File: config.mk
export PLATFORM = sky130hd
export DESIGN_NAME = eq_gain_ctrl
export DESIGN_NICKNAME = d
export VERILOG_FILES = /design/src/rtl/eq_gain_ctrl.sv
export SDC_FILE = /design/constraint.sdc
export NUM_CORES = 1
export LEC_CHECK = 0
export ABC_AREA = 0
export BUFFER_PORTS_ARGS = -buffer_cell sky130_fd_sc_hd__buf_2
export CAP_MARGIN = 20
export CORE_ASPECT_RATIO = 0.7
export CORE_MARGIN = 2
export CORE_UTILIZATION = 65
export DETAILED_ROUTE_END_ITERATION = 6
export PLACE_DENSITY = 0.95
export SYNTH_ARGS = -nofsm -noshare
export SYNTH_HDL_FRONTEND = slang
export SYNTH_SLANG_ARGS = --single-unit
File: constraint.sdc
create_clock -name clk -period 7.5 [get_ports clk]
set_clock_uncertainty 0.05 [all_clocks]
set_input_delay 0 -clock clk [delete_from_list [all_inputs] [get_ports clk]]
set_output_delay 0 -clock clk [all_outputs]
set_load 0.01 [all_outputs]
File: src/rtl/eq_gain_ctrl.sv
// Equalizer gain controller: brings the SPI-loaded EQ word into the clk domain
// and ramps the live per-band gains toward it one code step per audio sample.
module eq_gain_ctrl #(
  parameter int NBANDS       = 8,
  parameter int GW           = 4,
  parameter int SYNC_STAGES  = 2,
  parameter int DEFAULT_GAIN = 8
) (
  input  logic                   clk,
  input  logic                   reset,
  input  logic                   load,
  input  logic [NBANDS*GW-1:0]   eq_word,
  input  logic                   sample_strobe,
  output logic [NBANDS*GW-1:0]   gain,
  output logic                   busy,
  output logic                   gain_updated
);

  localparam int W = NBANDS * GW;
  localparam logic [GW-1:0] DEF_CODE = GW'(DEFAULT_GAIN);
  localparam logic [W-1:0]  DEF_WORD = {NBANDS{DEF_CODE}};

  typedef enum logic [1:0] {
    IDLE    = 2'd0,
    CAPTURE = 2'd1,
    RAMP    = 2'd2
  } state_t;

  state_t           state, next_state;
  logic [W-1:0]     target;
  logic [W-1:0]     stepped;
  logic [SYNC_STAGES-1:0] load_sync;
  logic             load_hist;
  logic             load_fall;
  logic             take_word;
  logic             take_step;
  logic             set_updated;

  // load synchronizer plus one history flop for edge detection.
  // NOTE: every sequential block uses non-blocking assignments so all flops
  // sample their inputs from the same clock edge regardless of block order.
  always_ff @(posedge clk or posedge reset) begin
    if (reset) begin
      load_sync <= '0;
      load_hist <= 1'b0;
    end else begin
      load_sync <= {load_sync[SYNC_STAGES-2:0], load};
      load_hist <= load_sync[SYNC_STAGES-1];
    end
  end

  assign load_fall = load_hist & ~load_sync[SYNC_STAGES-1];

  // One code step of every band toward its target, all bands in parallel.
  always_comb begin
    stepped = gain;
    for (int i = 0; i < NBANDS; i++) begin
      if (gain[i*GW +: GW] < target[i*GW +: GW])
        stepped[i*GW +: GW] = gain[i*GW +: GW] + GW'(1);
      else if (gain[i*GW +: GW] > target[i*GW +: GW])
        stepped[i*GW +: GW] = gain[i*GW +: GW] - GW'(1);
    end
  end

  always_ff @(posedge clk or posedge reset) begin
    if (reset) state <= IDLE;
    else       state <= next_state;
  end

  // NOTE: every output of this block gets a default first, so no path
  // through the case statement can leave a signal unassigned and infer a latch.
  always_comb begin
    next_state  = state;
    take_word   = 1'b0;
    take_step   = 1'b0;
    set_updated = 1'b0;
    unique case (state)
      IDLE: begin
        if (load_fall) next_state = CAPTURE;
      end
      CAPTURE: begin
        // eq_word has been stable for SYNC_STAGES cycles by now.
        take_word = 1'b1;
        if (eq_word == gain) begin
          next_state  = IDLE;
          set_updated = 1'b1;
        end else begin
          next_state = RAMP;
        end
      end
      RAMP: begin
        if (load_fall) begin
          next_state = CAPTURE;
        end else if (sample_strobe) begin
          take_step = 1'b1;
          if (stepped == target) begin
            next_state  = IDLE;
            set_updated = 1'b1;
          end
        end
      end
      default: next_state = IDLE;
    endcase
  end

  always_ff @(posedge clk or posedge reset) begin
    if (reset) begin
      target       <= DEF_WORD;
      gain         <= DEF_WORD;
      gain_updated <= 1'b0;
    end else begin
      gain_updated <= set_updated;
      if (take_word) target <= eq_word;
      if (take_step) gain   <= stepped;
    end
  end

  assign busy = (state != IDLE);

endmodule

==> metrics <==
initial antenna violation count=0; initial cell density of the core=67.36%; clk sink count=70; Post-Route Setup TNS=0 ns; dpl ws=4.119 ns; RSZ-0062 raised after global routing=false; utilization after layout=79.19%; Async S/R FF share, synth=100.0%; fin. max-slew vios=0; Syn Inst Count=~700; Die W=120.1 um; Synth-to-Final Area Change=17.56%; R2R setup slack=4.01 ns; Synth warnings=0; full die area=0.01024 mm^2; post-CTS setup buffer count=0; Hold Fails Final Rpt=0; Highest Clock Rate=about 290 MHz; sequential fraction of the synthesis area=between 20 and 30%; Max transition margin=23.96%; net count after synthesis=between 700 and 800; CTS tree=done; drt drc=0; Post-DRT Antenna Nets=0; Buffers on Ports=a little under 70; MaxCap Viol Count=0; die height=~85 um; post-route setup slack=4.008 ns; latest clock arrival within the worst-skew pair=roughly 0.34 ns; cell area after synthesis=0.006135 mm^2; Post-synth EDFFs=0; I/O pins=70; first-pass GRT wire length=a little under 30000 um; largest net degree at the start of global routing=71; core area=0.009107 mm^2; Critical Path Sink Type=flip-flop; DRT iter0 DRCs=770; endpoints failing setup=0; row count=29; htree depth=3; crit share post-route=46.57%; Worst-path clk slew=0.06 ns; Fill cells=613; antenna fix cells=0; Hold/Removal Path Class=in2reg; crit-path max FO=12; Routed WL per cell=20.03 um; aggregate global routing overflow=0; CP Launch Type=flip-flop; outcome=finished clean; nets=882; FF+latch count, synth=70; ys flop type=dfrtp_1; Multi-input gate area=0.004075 mm^2; clock buffer count from CTS=9; WS Path Type=reg2reg; gpl congestion=0.9196; Crit path required time=7.73 ns; vias in the first global route=between 5000 and 6000; share of layout cells above drive strength 1=17.40%; min cycle time layout=~3.5 ns; Netlist cell types=72; Vias/cell=~6.5; Critical Path AT=3.72 ns; 1st-pass router iterations=7; vias post-DR=5965; All-Layer GR Usage=36.89%; Longest Clk Path Bufs=2; Tightest Pin Transition=about 1.1 ns; Register Area=about 0.0018 mm^2; DP HPWL=13100 um; DRT Wirelength=18490 um; Root Driver=clkbuf_16; synthesized area per cell=8.739 um^2
-- final timing paths --
| path | from | endpoint | cells past startpoint |
|---|---|---|---|
| max reg2reg | gain[29] | gain_updated | 10 |
| min reg2reg | load_sync[0] | load_sync[1] | 0 |
| max | gain[29] | gain_updated | 10 |
| min in group asynchronous | reset | target[20] | 4 |
| max in group asynchronous | reset | target[6] | 4 |
| min | sample_strobe | state[0] | 4 |
-- cells in the final DEF (no fill, tap or decap), drive strengths merged, types with 5 or more instances in the layout --
cell type and count:
buf 72, nand2 61, xor2 54, dfrtp 54
ha 52, inv 51, xnor2 47, o21ai 44
nor2 37, dlygate4sd3 34, a21oi 33, nor4 18
dfstp 16, o211ai 16, nand4 15, nor3 14
a31oi 14, nand3 13, clkbuf 12, o31ai 11
o211a 9, and3 9, mux2 9, nor2b 9
and4 9, a21o 7, or3 7, and2 6
or4 5
-- state kept, by name, indices dropped and copies added (netlist names) --
register and flops:
load_hist 1, gain_updated 1, gain 32, state 2, load_sync 2, target 32
-- synthesized netlist by cell type, drive strengths merged (3+ instances only) --
library cell / count / share of area [%]
nand4b: 3 / 0.43
nand4: 15 / 1.5
nor2b: 9 / 1.0
a21oi: 33 / 2.9
clkbuf: 23 / 1.4
a31oi: 14 / 1.5
o211a: 9 / 1.5
o211ai: 16 / 2.3
o31ai: 11 / 2.0
nand3: 13 / 1.1
o21ai: 44 / 3.6
or3: 7 / 0.71
nor2: 37 / 2.3
a21o: 7 / 0.86
and4: 9 / 1.3
xnor2: 47 / 6.8
a211oi: 4 / 0.49
dfrtp: 54 / 22
nand2: 61 / 3.7
inv: 51 / 3.1
nor3: 14 / 1.1
xor2: 54 / 7.7
or2: 4 / 0.41
nor4: 18 / 2.1
mux2i: 4 / 0.86
o22ai: 3 / 0.31
or4: 5 / 0.67
nand2b: 3 / 0.31
ha: 52 / 11
and3: 9 / 0.92
o2111ai: 3 / 0.43
and2: 6 / 0.61
a221oi: 3 / 0.43
dfstp: 16 / 6.9
mux2: 9 / 1.7
-- cells by family (layout without fill, tap and decap cells) --
logic type               count (synthesis)  in the layout  share of synthesized area [%]
AND/OR/NAND/NOR                        218            218                          18.95
AO/OA/AOI/OAI                          171            171                          19.78
XOR/XNOR                               101            101                          14.54
buffers and inverters                   77            174                          4.731
flip-flops                              70             70                          28.88
adder cells (fa/ha/maj)                 52             52                          10.61
multiplexers                            13             13                          2.509
-- cell type report --
| type | instances | area share [%] |
|---|---|---|
| clock buffer | 12 | 3.279 |
| multi-input combinational | 555 | 56.51 |
| clock inverter | 4 | 0.6940 |
| sequential | 70 | 24.57 |
| inverter | 52 | 2.706 |
| tap | 124 | 2.151 |
| timing repair buffer | 106 | 10.10 |
-- routing by layer --
| layer | up-vias | part of all wire, % | GRT usage, % | wire length (um) |
|---|---|---|---|---|
| met5 | - | 0 | 0 | 0 |
| met4 | 0 | 2.9 | 13.05 | 534 |
| met2 | 363 | 45 | 58.01 | 8299 |
| met1 | 2822 | 41 | 49.51 | 7671 |
| li1 | 2725 | - | - | - |
| met3 | 55 | 11 | 9.543 | 1982 |
-- critical path: stages, from the launching register on --
cell	delay, ns
dfrtp_1	0.51
ha_1	0.39
and2b_1	0.22
o211ai_2	0.26
nand2_1	0.21
a31oi_1	0.36
xnor2_1	0.19
nand4_1	0.13
or4_1	0.55
o41ai_1	0.40
and2_1	0.17
-- through the flow --
step           instance area, um^2  cells  hold slack [ns]
5_1_grt                       7212    923           0.1115
2_1_floorplan                 6135    702         -0.01857
6_report                      7212    923          0.09141
4_1_cts                       7184    922          0.06786
3_3_place_gp                  6558    872          0.06068
3_5_place_dp                  6558    872          0.06055
-- timing repair --
| item | 4_1_cts | 5_1_grt |
|---|---|---|
| gates resized for setup | 0 | 0 |
| hold buffers | 34 | 0 |
| hold endpoints to repair | 87 | 0 |
Power is left out: the tool's default activity adds up to more than one toggle a clock period on the data nets, which glitch-free logic cannot reach.
